### src/rtl/y86_pkg.sv
// Shared Y86 register-ID constants and scoreboard FSM state type.
package y86_pkg;
  localparam logic [3:0] RRSP  = 4'd4;
  localparam logic [3:0] RNONE = 4'hF;
  localparam int         NREG  = 15;

  typedef enum logic [1:0] {RUN, DRAIN, DONE} sb_state_t;
endpackage

### src/rtl/reg_scoreboard_if.sv
// Decode/writeback/squash/drain signal bundle between pipeline control and the scoreboard.
interface reg_scoreboard_if;
  import y86_pkg::*;

  logic            d_valid;
  logic [3:0]      d_srcA, d_srcB, d_dstE, d_dstM;
  logic            issue, stall_d;
  logic            w_valid;
  logic [3:0]      w_dstE, w_dstM;
  logic            s_valid;
  logic [3:0]      s_dstE, s_dstM;
  logic            drain_req, drain_done;
  logic [NREG-1:0] busy_mask;
  logic            err;

  modport master (
    output d_valid, d_srcA, d_srcB, d_dstE, d_dstM,
    output w_valid, w_dstE, w_dstM, s_valid, s_dstE, s_dstM, drain_req,
    input  issue, stall_d, drain_done, busy_mask, err
  );

  modport slave (
    input  d_valid, d_srcA, d_srcB, d_dstE, d_dstM,
    input  w_valid, w_dstE, w_dstM, s_valid, s_dstE, s_dstM, drain_req,
    output issue, stall_d, drain_done, busy_mask, err
  );
endinterface

### src/rtl/sb_counter.sv
// Per-register pending-write counter: one net up/down update per cycle, saturating at 0 and 3.
module sb_counter (
  input  logic       clock,
  input  logic       reset_n,
  input  logic [1:0] inc,
  input  logic [2:0] dec,
  output logic [1:0] cnt,
  output logic       busy,
  output logic       clamp
);
  logic signed [3:0] net;
  logic [1:0]        cnt_nxt;

  always_comb begin
    net     = $signed({2'b00, cnt}) + $signed({2'b00, inc}) - $signed({1'b0, dec});
    cnt_nxt = net[1:0];
    clamp   = 1'b0;
    if (net < 0) begin
      cnt_nxt = 2'd0;
      clamp   = 1'b1;
    end else if (net > 4'sd3) begin
      cnt_nxt = 2'd3;
      clamp   = 1'b1;
    end
  end

  // busy is registered from the next count so it never sees current-cycle inputs
  always_ff @(posedge clock or negedge reset_n) begin
    if (!reset_n) begin
      cnt  <= 2'd0;
      busy <= 1'b0;
    end else begin
      cnt  <= cnt_nxt;
      busy <= (cnt_nxt != 2'd0);
    end
  end
endmodule

### src/rtl/reg_scoreboard.sv
// Register scoreboard: tracks in-flight writes per register, stalls decode on hazards,
// and sequences a drain (RUN -> DRAIN -> DONE) for quiescing the pipeline.
//   state | meaning
//   RUN   | normal issue
//   DRAIN | issue blocked, waiting for all pending writes to retire
//   DONE  | quiesced, waiting for drain_req to drop
module reg_scoreboard import y86_pkg::*; #(
  parameter int unsigned MAX_PEND = 3,
  parameter logic [3:0]  RNONE    = y86_pkg::RNONE
) (
  input logic             clock,
  input logic             reset_n,
  reg_scoreboard_if.slave sb
);
  logic [1:0]      inc_req [NREG];
  logic [2:0]      dec     [NREG];
  logic [1:0]      cnt     [NREG];
  logic [NREG-1:0] busy, clamp;
  logic            src_hit, over, stall, issue, drain_done, err;
  sb_state_t       state, state_nxt;

  function automatic logic hit(logic [3:0] id, int r);
    return (id != RNONE) && (id == 4'(r));
  endfunction

  always_comb begin
    src_hit = 1'b0;
    over    = 1'b0;
    for (int r = 0; r < NREG; r++) begin
      inc_req[r] = {1'b0, hit(sb.d_dstE, r)} + {1'b0, hit(sb.d_dstM, r)};
      dec[r]     = {2'b00, sb.w_valid & hit(sb.w_dstE, r)} + {2'b00, sb.w_valid & hit(sb.w_dstM, r)}
                 + {2'b00, sb.s_valid & hit(sb.s_dstE, r)} + {2'b00, sb.s_valid & hit(sb.s_dstM, r)};
      if ((cnt[r] != 2'd0) && (hit(sb.d_srcA, r) || hit(sb.d_srcB, r)))
        src_hit = 1'b1;
      if (({1'b0, cnt[r]} + {1'b0, inc_req[r]}) > 3'(MAX_PEND))
        over = 1'b1;
    end
  end

  // while in reset the stall follows d_valid alone, which also forces issue low
  assign stall = sb.d_valid && (!reset_n || src_hit || over || (state != RUN));
  assign issue = sb.d_valid && !stall;

  for (genvar g = 0; g < NREG; g++) begin : g_cnt
    sb_counter u_cnt (
      .clock  (clock),
      .reset_n(reset_n),
      .inc    (issue ? inc_req[g] : 2'd0),
      .dec    (dec[g]),
      .cnt    (cnt[g]),
      .busy   (busy[g]),
      .clamp  (clamp[g])
    );
  end

  always_ff @(posedge clock or negedge reset_n) begin
    if (!reset_n) begin
      state <= RUN;
      err   <= 1'b0;
    end else begin
      state <= state_nxt;
      err   <= err | (|clamp);
    end
  end

  always_comb begin
    state_nxt  = state;
    drain_done = 1'b0;
    case (state)
      RUN:     if (sb.drain_req) state_nxt = DRAIN;
      DRAIN:   if ((busy == '0) && !issue) begin
                 state_nxt  = DONE;
                 drain_done = 1'b1;
               end
      DONE:    if (!sb.drain_req) state_nxt = RUN;
      default: state_nxt = RUN;
    endcase
  end

  assign sb.issue      = issue;
  assign sb.stall_d    = stall;
  assign sb.drain_done = drain_done;
  assign sb.busy_mask  = busy;
  assign sb.err        = err;
endmodule

### src/flat_wrapper.sv
// flat-port wrapper written by rule: the top's interface ports become plain ports
module reg_scoreboard_flat import y86_pkg::*;
#(
  parameter int unsigned MAX_PEND = 3,
  parameter logic [3:0]  RNONE    = y86_pkg::RNONE
)
  (clock, reset_n, sb_d_valid, sb_d_srcA, sb_d_srcB, sb_d_dstE, sb_d_dstM, sb_w_valid, sb_w_dstE, sb_w_dstM, sb_s_valid, sb_s_dstE, sb_s_dstM, sb_drain_req, sb_issue, sb_stall_d, sb_drain_done, sb_busy_mask, sb_err);
  reg_scoreboard_if sb_i ();
  input logic clock;
  input logic reset_n;
  input wire logic [$bits(sb_i.d_valid)-1:0] sb_d_valid;
  input wire logic [$bits(sb_i.d_srcA)-1:0] sb_d_srcA;
  input wire logic [$bits(sb_i.d_srcB)-1:0] sb_d_srcB;
  input wire logic [$bits(sb_i.d_dstE)-1:0] sb_d_dstE;
  input wire logic [$bits(sb_i.d_dstM)-1:0] sb_d_dstM;
  input wire logic [$bits(sb_i.w_valid)-1:0] sb_w_valid;
  input wire logic [$bits(sb_i.w_dstE)-1:0] sb_w_dstE;
  input wire logic [$bits(sb_i.w_dstM)-1:0] sb_w_dstM;
  input wire logic [$bits(sb_i.s_valid)-1:0] sb_s_valid;
  input wire logic [$bits(sb_i.s_dstE)-1:0] sb_s_dstE;
  input wire logic [$bits(sb_i.s_dstM)-1:0] sb_s_dstM;
  input wire logic [$bits(sb_i.drain_req)-1:0] sb_drain_req;
  output wire logic [$bits(sb_i.issue)-1:0] sb_issue;
  output wire logic [$bits(sb_i.stall_d)-1:0] sb_stall_d;
  output wire logic [$bits(sb_i.drain_done)-1:0] sb_drain_done;
  output wire logic [$bits(sb_i.busy_mask)-1:0] sb_busy_mask;
  output wire logic [$bits(sb_i.err)-1:0] sb_err;
  assign sb_i.d_valid = sb_d_valid;
  assign sb_i.d_srcA = sb_d_srcA;
  assign sb_i.d_srcB = sb_d_srcB;
  assign sb_i.d_dstE = sb_d_dstE;
  assign sb_i.d_dstM = sb_d_dstM;
  assign sb_i.w_valid = sb_w_valid;
  assign sb_i.w_dstE = sb_w_dstE;
  assign sb_i.w_dstM = sb_w_dstM;
  assign sb_i.s_valid = sb_s_valid;
  assign sb_i.s_dstE = sb_s_dstE;
  assign sb_i.s_dstM = sb_s_dstM;
  assign sb_i.drain_req = sb_drain_req;
  assign sb_issue = sb_i.issue;
  assign sb_stall_d = sb_i.stall_d;
  assign sb_drain_done = sb_i.drain_done;
  assign sb_busy_mask = sb_i.busy_mask;
  assign sb_err = sb_i.err;
  reg_scoreboard #(.MAX_PEND(MAX_PEND), .RNONE(RNONE)) u_core (.clock(clock), .reset_n(reset_n), .sb(sb_i));
endmodule
### config.mk
export PLATFORM = sky130hd
export DESIGN_NAME = reg_scoreboard_flat
export DESIGN_NICKNAME = d
export VERILOG_FILES = /design/src/rtl/y86_pkg.sv /design/src/rtl/reg_scoreboard_if.sv /design/src/rtl/sb_counter.sv /design/src/rtl/reg_scoreboard.sv /design/src/flat_wrapper.sv
export SDC_FILE = /design/constraint.sdc
export NUM_CORES = 1
export LEC_CHECK = 0
export ABC_AREA = 1
export BUFFER_PORTS_ARGS = -buffer_cell sky130_fd_sc_hd__buf_2
export CORE_MARGIN = 8
export CORE_UTILIZATION = 60
export CTS_CLUSTER_SIZE = 25
export DETAILED_ROUTE_END_ITERATION = 10
export PLACE_DENSITY = 0.85
export SLEW_MARGIN = 20
export SYNTH_ARGS = -nofsm -noshare
export SYNTH_HDL_FRONTEND = slang
export SYNTH_SLANG_ARGS = --single-unit
### constraint.sdc
create_clock -name clock -period 10.3 [get_ports clock]
set_clock_uncertainty 0.1 [all_clocks]
set_input_delay 1.545 -clock clock [delete_from_list [all_inputs] [get_ports clock]]
set_output_delay 1.545 -clock clock [all_outputs]
set_load 0.005 [all_outputs]
# Yosys cells after proc, flatten, opt, wreduce, memory -nomap -nowiden
# Index checks and enable logic that the tools add are counted.
# word_totals
ff_bits	48
in_bits	38
out_inout_bits	19
word_cells	681
# classes
n_bitwise	61
n_eq_ne	125
n_mux	111
n_reduce_logical	202
add_sub_neg	105
magnitude_cmp	45
# op_table
cell	n
$eq A4 B4 Y1 const B	56
$logic_and A1 B1 Y1	138
$eq A4 B3 Y1 const B	32
$mux W2	48
$add A2 B2 Y3	30
$add A3 B1 Y3	30
$eq A4 B2 Y1 const B	16
$mux W1	62
$reduce_bool A2 Y1	31
$add A1 B1 Y2	30
$and A1 B1 Y1	60
$gt A4 B3 Y1 const B	15
$lt A4 B1 Y1 const B	15
$sub A3 B3 Y4	15
$gt A3 B2 Y1 const B	15
$eq A4 B1 Y1 const B	8
$logic_not A4 Y1	8
$ne A4 B4 Y1 const B	8
$logic_or A1 B1 Y1	18
$logic_not A15 Y1	1
$reduce_or A15 Y1	1
$pmux W2 S3	1
$ne A2 B2 Y1 const B	2
$logic_not A1 Y1	3
6 further kinds	6

# Logic depth before layout (Yosys ltp)
# depth
word_depth	33
mapped_depth	26

# Cells and area by module
# Synthesis repeated with hierarchy kept, for this count alone.
# unflattened
hier_cells	1092
area_unflattened_um2	7343.3
# by_module_without_submodules
module	cells_each	n_inst	area_per_inst_um2
sb_counter	35	15	276.5
reg_scoreboard	567	1	3195.6

# Worst setup path after synthesis
# No wires, ideal clock.
# synth_timing
kind	input-to-reg
start	in sb_d_dstM[0]
end	reg u_core.err (netlist: u_core.sb.err)
n_path_buf	1
t_required_ns	10.079
stages	24
setup_slack_ns	5.386
arrival_ns	4.693
cell_sequence	inv_1 nand2_1 nor2_1 ha_1 ha_1 nand2_1 nor2_1 nor2_1 nand3_1 nor2_1 nand2_1 nor2_2 nand3_4 inv_4 buf_12 nand2_2 fa_1 fa_1 xor2_1 inv_1 nor4_1 nand4_1 nor2_1 nand2_1
# synth_via
elab_chain_cells	33
elab_cells_between_ends	203
cone_classes	add/sub: 60; order compare: 45; eq/ne: 15; mux: 60; bitwise: 1; reduce/logical: 22
# synth_rtl
item	line_no	text
start: declaration	flat_wrapper.sv:15	input wire logic [$bits(sb_i.d_dstM)-1:0] sb_d_dstM;
$ne A4 B4 Y1 / $logic_not A4 Y1 (equally long branches)	reg_scoreboard.sv:23	return (id != RNONE) && (id == 4'(r));
$logic_and A1 B1 Y1	reg_scoreboard.sv:23	
$add A1 B1 Y2	reg_scoreboard.sv:30	inc_req[r] = {1'b0, hit(sb.d_dstE, r)} + {1'b0, hit(sb.d_dstM, r)};
$add A2 B2 Y3	reg_scoreboard.sv:35	if (({1'b0, cnt[r]} + {1'b0, inc_req[r]}) > 3'(MAX_PEND))
$gt A3 B2 Y1	reg_scoreboard.sv:35	
$mux W1 (14 in a row)	reg_scoreboard.sv:35	
$mux W1 *	reg_scoreboard.sv:35	
$logic_or A1 B1 Y1 * (2 in a row)	reg_scoreboard.sv:41	assign stall = sb.d_valid && (!reset_n || src_hit || over || (state != RUN));
(+3 left out)	n/a	
named net sb_issue	flat_wrapper.sv:23	output wire logic [$bits(sb_i.issue)-1:0] sb_issue;
$mux W2	reg_scoreboard.sv:48	.inc (issue ? inc_req[g] : 2'd0),
$add A2 B2 Y3	sb_counter.sv:15	net = $signed({2'b00, cnt}) + $signed({2'b00, inc}) - $signed({1'b0, dec});
$sub A3 B3 Y4	sb_counter.sv:15	
$gt A4 B3 Y1	sb_counter.sv:21	end else if (net > 4'sd3) begin
$mux W1	sb_counter.sv:21	
$mux W1	sb_counter.sv:18	if (net < 0) begin
$reduce_or A15 Y1 *	reg_scoreboard.sv:62	err <= err | (|clamp);
$or A1 B1 Y1 *	reg_scoreboard.sv:62	
end signal: assignment	reg_scoreboard.sv:62	
end: declaration	reg_scoreboard.sv:19	logic src_hit, over, stall, issue, drain_done, err;
# Mark *: on every way through the listed nets, which the timed path passes. The rest lies on a longest branch.
# A chain may end at the register's enable or synchronous reset.

# Worst setup path in the final report
# layout_timing
start	in sb_d_dstE[1]
end	reg u_core.err (netlist: u_core.sb.err)
# layout_via
elab_chain_cells	33
elab_cells_between_ends	203
cone_classes	add/sub: 60; order compare: 45; eq/ne: 15; mux: 60; bitwise: 1; reduce/logical: 22
# layout_rtl
item	line_no	text
start: declaration	flat_wrapper.sv:14	input wire logic [$bits(sb_i.d_dstE)-1:0] sb_d_dstE;
$ne A4 B4 Y1 / $logic_not A4 Y1 (equally long branches)	reg_scoreboard.sv:23	
$logic_and A1 B1 Y1	reg_scoreboard.sv:23	
$add A1 B1 Y2	reg_scoreboard.sv:30	
$add A2 B2 Y3	reg_scoreboard.sv:35	
$gt A3 B2 Y1	reg_scoreboard.sv:35	
$mux W1 (15 in a row)	reg_scoreboard.sv:35	
$logic_or A1 B1 Y1 (2 in a row)	reg_scoreboard.sv:41	
$logic_and A1 B1 Y1	reg_scoreboard.sv:41	
(+2 left out)	n/a	
$mux W2	reg_scoreboard.sv:48	
$add A2 B2 Y3	sb_counter.sv:15	
$sub A3 B3 Y4	sb_counter.sv:15	
$gt A4 B3 Y1	sb_counter.sv:21	
$mux W1	sb_counter.sv:21	
$mux W1	sb_counter.sv:18	
$reduce_or A15 Y1 *	reg_scoreboard.sv:62	
$or A1 B1 Y1 *	reg_scoreboard.sv:62	
# Mark *: on every way between the ends. The rest lies on a longest branch, timed or not.

==> reports/results.tsv <==
stage	metric	value	unit
run_status	status	completed	
timing	Achievable Freq	163	MHz
power_and_ir_drop	Int Pwr	662	µW
clock_tree	hold buffers post-CTS	0	
clock_tree	Max clock buf depth	2	
setup_path	Arrival @ worst endpoint	6.22	ns
finish	final net count	1188	
global_routing	largest net degree at the start of global routing	50	
timing	slew of the pin with the lowest slew margin	0.967	ns
clock_tree	total clock sinks	48	
detailed_routing	Initial DRT Pass Iterations	6	
logic_synthesis	post-synthesis net count	1143	
logic_synthesis	#FFs+latches synth	48	
finish	Syn-to-layout area delta	6.03	%
power_and_ir_drop	logic gate share of total power	0.647	
setup_path	CP endpoint kind	flop	
logic_synthesis	synth warn	0	
die	IO Count	57	
finish	share of layout cells above drive strength 1	0.105	
global_routing	global route total overflow	0	
detailed_routing	Remaining DRCs	0	
run	max-cap violations	0	
clock_tree	clk_lat worst skew	0.32	ns
power_and_ir_drop	Power Dens Cells	189	nW/µm²
finish	post-route cell area	7100	µm²
setup_path	startpoint types	primary input	
setup_path	Crit path largest cell delay	0.84	ns
finish	commonest non-fill, non-tap cell in the layout	nand2_1	
detailed_routing	via-per-instance ratio	5.35	
power_and_ir_drop	P_sw	681	µW
setup_path	CP dominant cell by count	nand2_1	
placed_design	GPL Wtd Cong	1.04	
clock_tree	CTS Buf Count	5	
placed_design	IO buf count	56	
logic_synthesis	syn avg cell area	7.13	µm²
finish	fillers	944	
timing	RSZ-0062 raised after global routing	no	
setup_path	CP max FO	18	
logic_synthesis	sequential-to-total area share from yosys stat	0.179	
clock_tree	Root Buffer	clkbuf_8	
logic_synthesis	cell area after synthesis	6700	µm²
detailed_routing	DR iter-0 viols	503	
setup_path	slowest CP cell	nor4_1	
timing	min cycle time layout	6.13	ns
logic_synthesis	Mapped Cells	940	
power_and_ir_drop	worst vdd ir	104	µV
clock_tree	CTS tree	done	
timing	Worst slew margin	0.350	
detailed_routing	DR WL/cell	15.8	µm
die	row cnt	38	
die	core area	10900	µm²
timing	final setup fails	0	
placed_design	Placed Area	7010	µm²
timing	Final period util	0.595	
logic_synthesis	Synth area leaders	ha_1 22%, dfrtp_1 18%, fa_1 13%, nand2_1 12%, inv_1 12%	
die	Horiz. Die Dim	122	µm
finish	most frequent cells in the layout	214 x nand2_1, 210 x inv_1, 130 x nor2_1, 120 x ha_1, 57 x nand3_1	
power_and_ir_drop	switching power share of the total	0.507	
finish	Util after Layout	0.652	
power_and_ir_drop	Tot Pwr	1.34	mW
power_and_ir_drop	Clock Power Share	0.090	
global_routing	initial antenna violation count	0	
power_and_ir_drop	Static Leak	4.15	nW
logic_synthesis	cell taking the most area after synthesis	ha_1	
timing	Max Transition Viols Final	0	
detailed_routing	drt total wl	17700	µm
clock_tree	Reg clk slew, reported paths	0.09	ns
clock_tree	post-CTS sizing	0	
timing	final hold vios	0	
global_routing	first-pass GRT wire length	28900	µm
hold_path	Min-Delay Path Class	flop to flop	
logic_synthesis	post-synthesis cell type count	27	
logic_synthesis	area share of the largest cell type after synthesis	0.224	
detailed_routing	Post-DRT Antenna Nets	0	
die	Die Area	14800	µm²
die	die height	122	µm
placed_design	hpwl dp	15500	µm
setup_path	worst path bufs/invs	3	
clock_tree	H-tree Lvls	2	
setup_path	Cell Chain, Critical Path	buf_2 > inv_1 > nand2_1 > nor2_1 > ha_1 > ha_1 > nand3_1 > nand4_1 > nor2_1 > nand2_1 > nor2_2 > nand3_4 > inv_4 > nand2_1 > fa_1 > fa_1 > nand2_1 > nand2_1 > nor4_1 > nand4_1 > nor2_1 > nand2_1	
die	Initial Util	0.615	
power_and_ir_drop	Reg power frac	0.262	
clock_tree	Post-CTS Setup Bufs	0	
setup_path	Worst path top cell family by delay	simple AND/OR/NAND/NOR gates	
global_routing	gr usage total	0.252	
detailed_routing	Via Count	6025	
setup_path	Critical Path RT	10.40	ns
finish	ANT cells	0	
timing	Final TNS setup	0	ns
setup_path	kind of critical path	primary input to flop	
global_routing	vias in the first global route	6090	
kinds of logic (layout without fill, tap and decap cells):
group                    count (synthesis)  count (layout)  synth area share
AND/OR/NAND/NOR                        456             456             0.288
buffers and inverters                  232             278             0.142
XOR/XNOR                                 1               1           0.00131
AO/OA/AOI/OAI                           38              38            0.0303
adder cells (fa/ha/maj)                165             165             0.359
flip-flops                              48              48             0.179
cell type report:
class | count | area [µm²] | share of cell area
Clock buffer | 6 | 82.6 | 0.0116
Clock inverter | 2 | 10.0 | 0.00141
Inverter | 213 | 802 | 0.113
Multi-Input combinational cell | 660 | 4540 | 0.640
Sequential cell | 48 | 1200 | 0.169
Tap cell | 140 | 175 | 0.0247
Timing Repair Buffer | 57 | 288 | 0.0405
power by group through the flow:
stage | clock, mW | combinational, mW | sequential, mW
after floorplan | 0 | 0.662 | 0.322
after global placement | 0 | 0.828 | 0.353
after detailed placement | 0 | 0.865 | 0.354
after CTS | 0.123 | 0.872 | 0.350
after global routing | 0.131 | 1.01 | 0.358
final | 0.121 | 0.869 | 0.353
Yosys cell counts:
cell	n
nor2_2	11
buf_6	1
a21boi_0	1
dfrtp_1	48
nor3_1	6
nor2_1	130
o21ai_0	17
nand3_1	57
a21oi_1	11
nand3_4	1
nor4_1	7
xor2_1	1
nand2_1	214
clkbuf_1	2
inv_1	210
ha_1	120
inv_2	2
fa_1	45
o21ai_1	5
buf_4	15
or2_2	14
nand2_2	9
a211oi_1	4
buf_12	1
nand4_1	6
nor2_4	1
inv_4	1
metrics by stage:
stage	hold slack, ns	std cells	setup WS [ns]
finish	0.445	1126	4.17
global placement	0.417	1118	4.11
CTS	0.452	1126	4.40
floorplan	0.397	940	5.39
detailed placement	0.437	1118	4.07
global route	0.485	1126	4.09
flip-flops by register name, indices dropped and copies added, names as in the netlist:
signal and count:
u_core.state 2, u_core.sb.err 1, u_core.g_cnt.u_cnt.busy 15, u_core.g_cnt.u_cnt.cnt 30
worst paths after layout:
check | endpoint | slack [ns] | cells after the start | start
setup / recovery | u_core.sb.err | 4.17 | 22 | sb_d_dstE[1]
hold / removal | u_core.state[1] | 0.45 | 3 | u_core.state[0]
setup reg to reg | u_core.sb.err | 5.67 | 19 | u_core.g_cnt[1].u_cnt.cnt[1]
hold reg to reg | u_core.state[1] | 0.45 | 3 | u_core.state[0]
max in group asynchronous | u_core.g_cnt[10].u_cnt.cnt[1] | 8.43 | 2 | reset_n
min in group asynchronous | u_core.g_cnt[2].u_cnt.busy | 1.21 | 2 | reset_n
layer usage:
metal,wire (µm),global-route usage,up-vias
met1,7070,0.300,2732
met5,0,0,-
li1,-,-,2957
met3,1910,0.0703,60
met2,7830,0.403,276
met4,928,0.141,0
worst register-to-register path: cells and delay by family (launching register included):
kind          cells  cell delay [ns]
buf+inv           1             0.33
flops             1             0.43
fa+ha+maj         3             1.15
simple gates     15             2.50
Note: power is estimated with default switching activity, not from simulation.
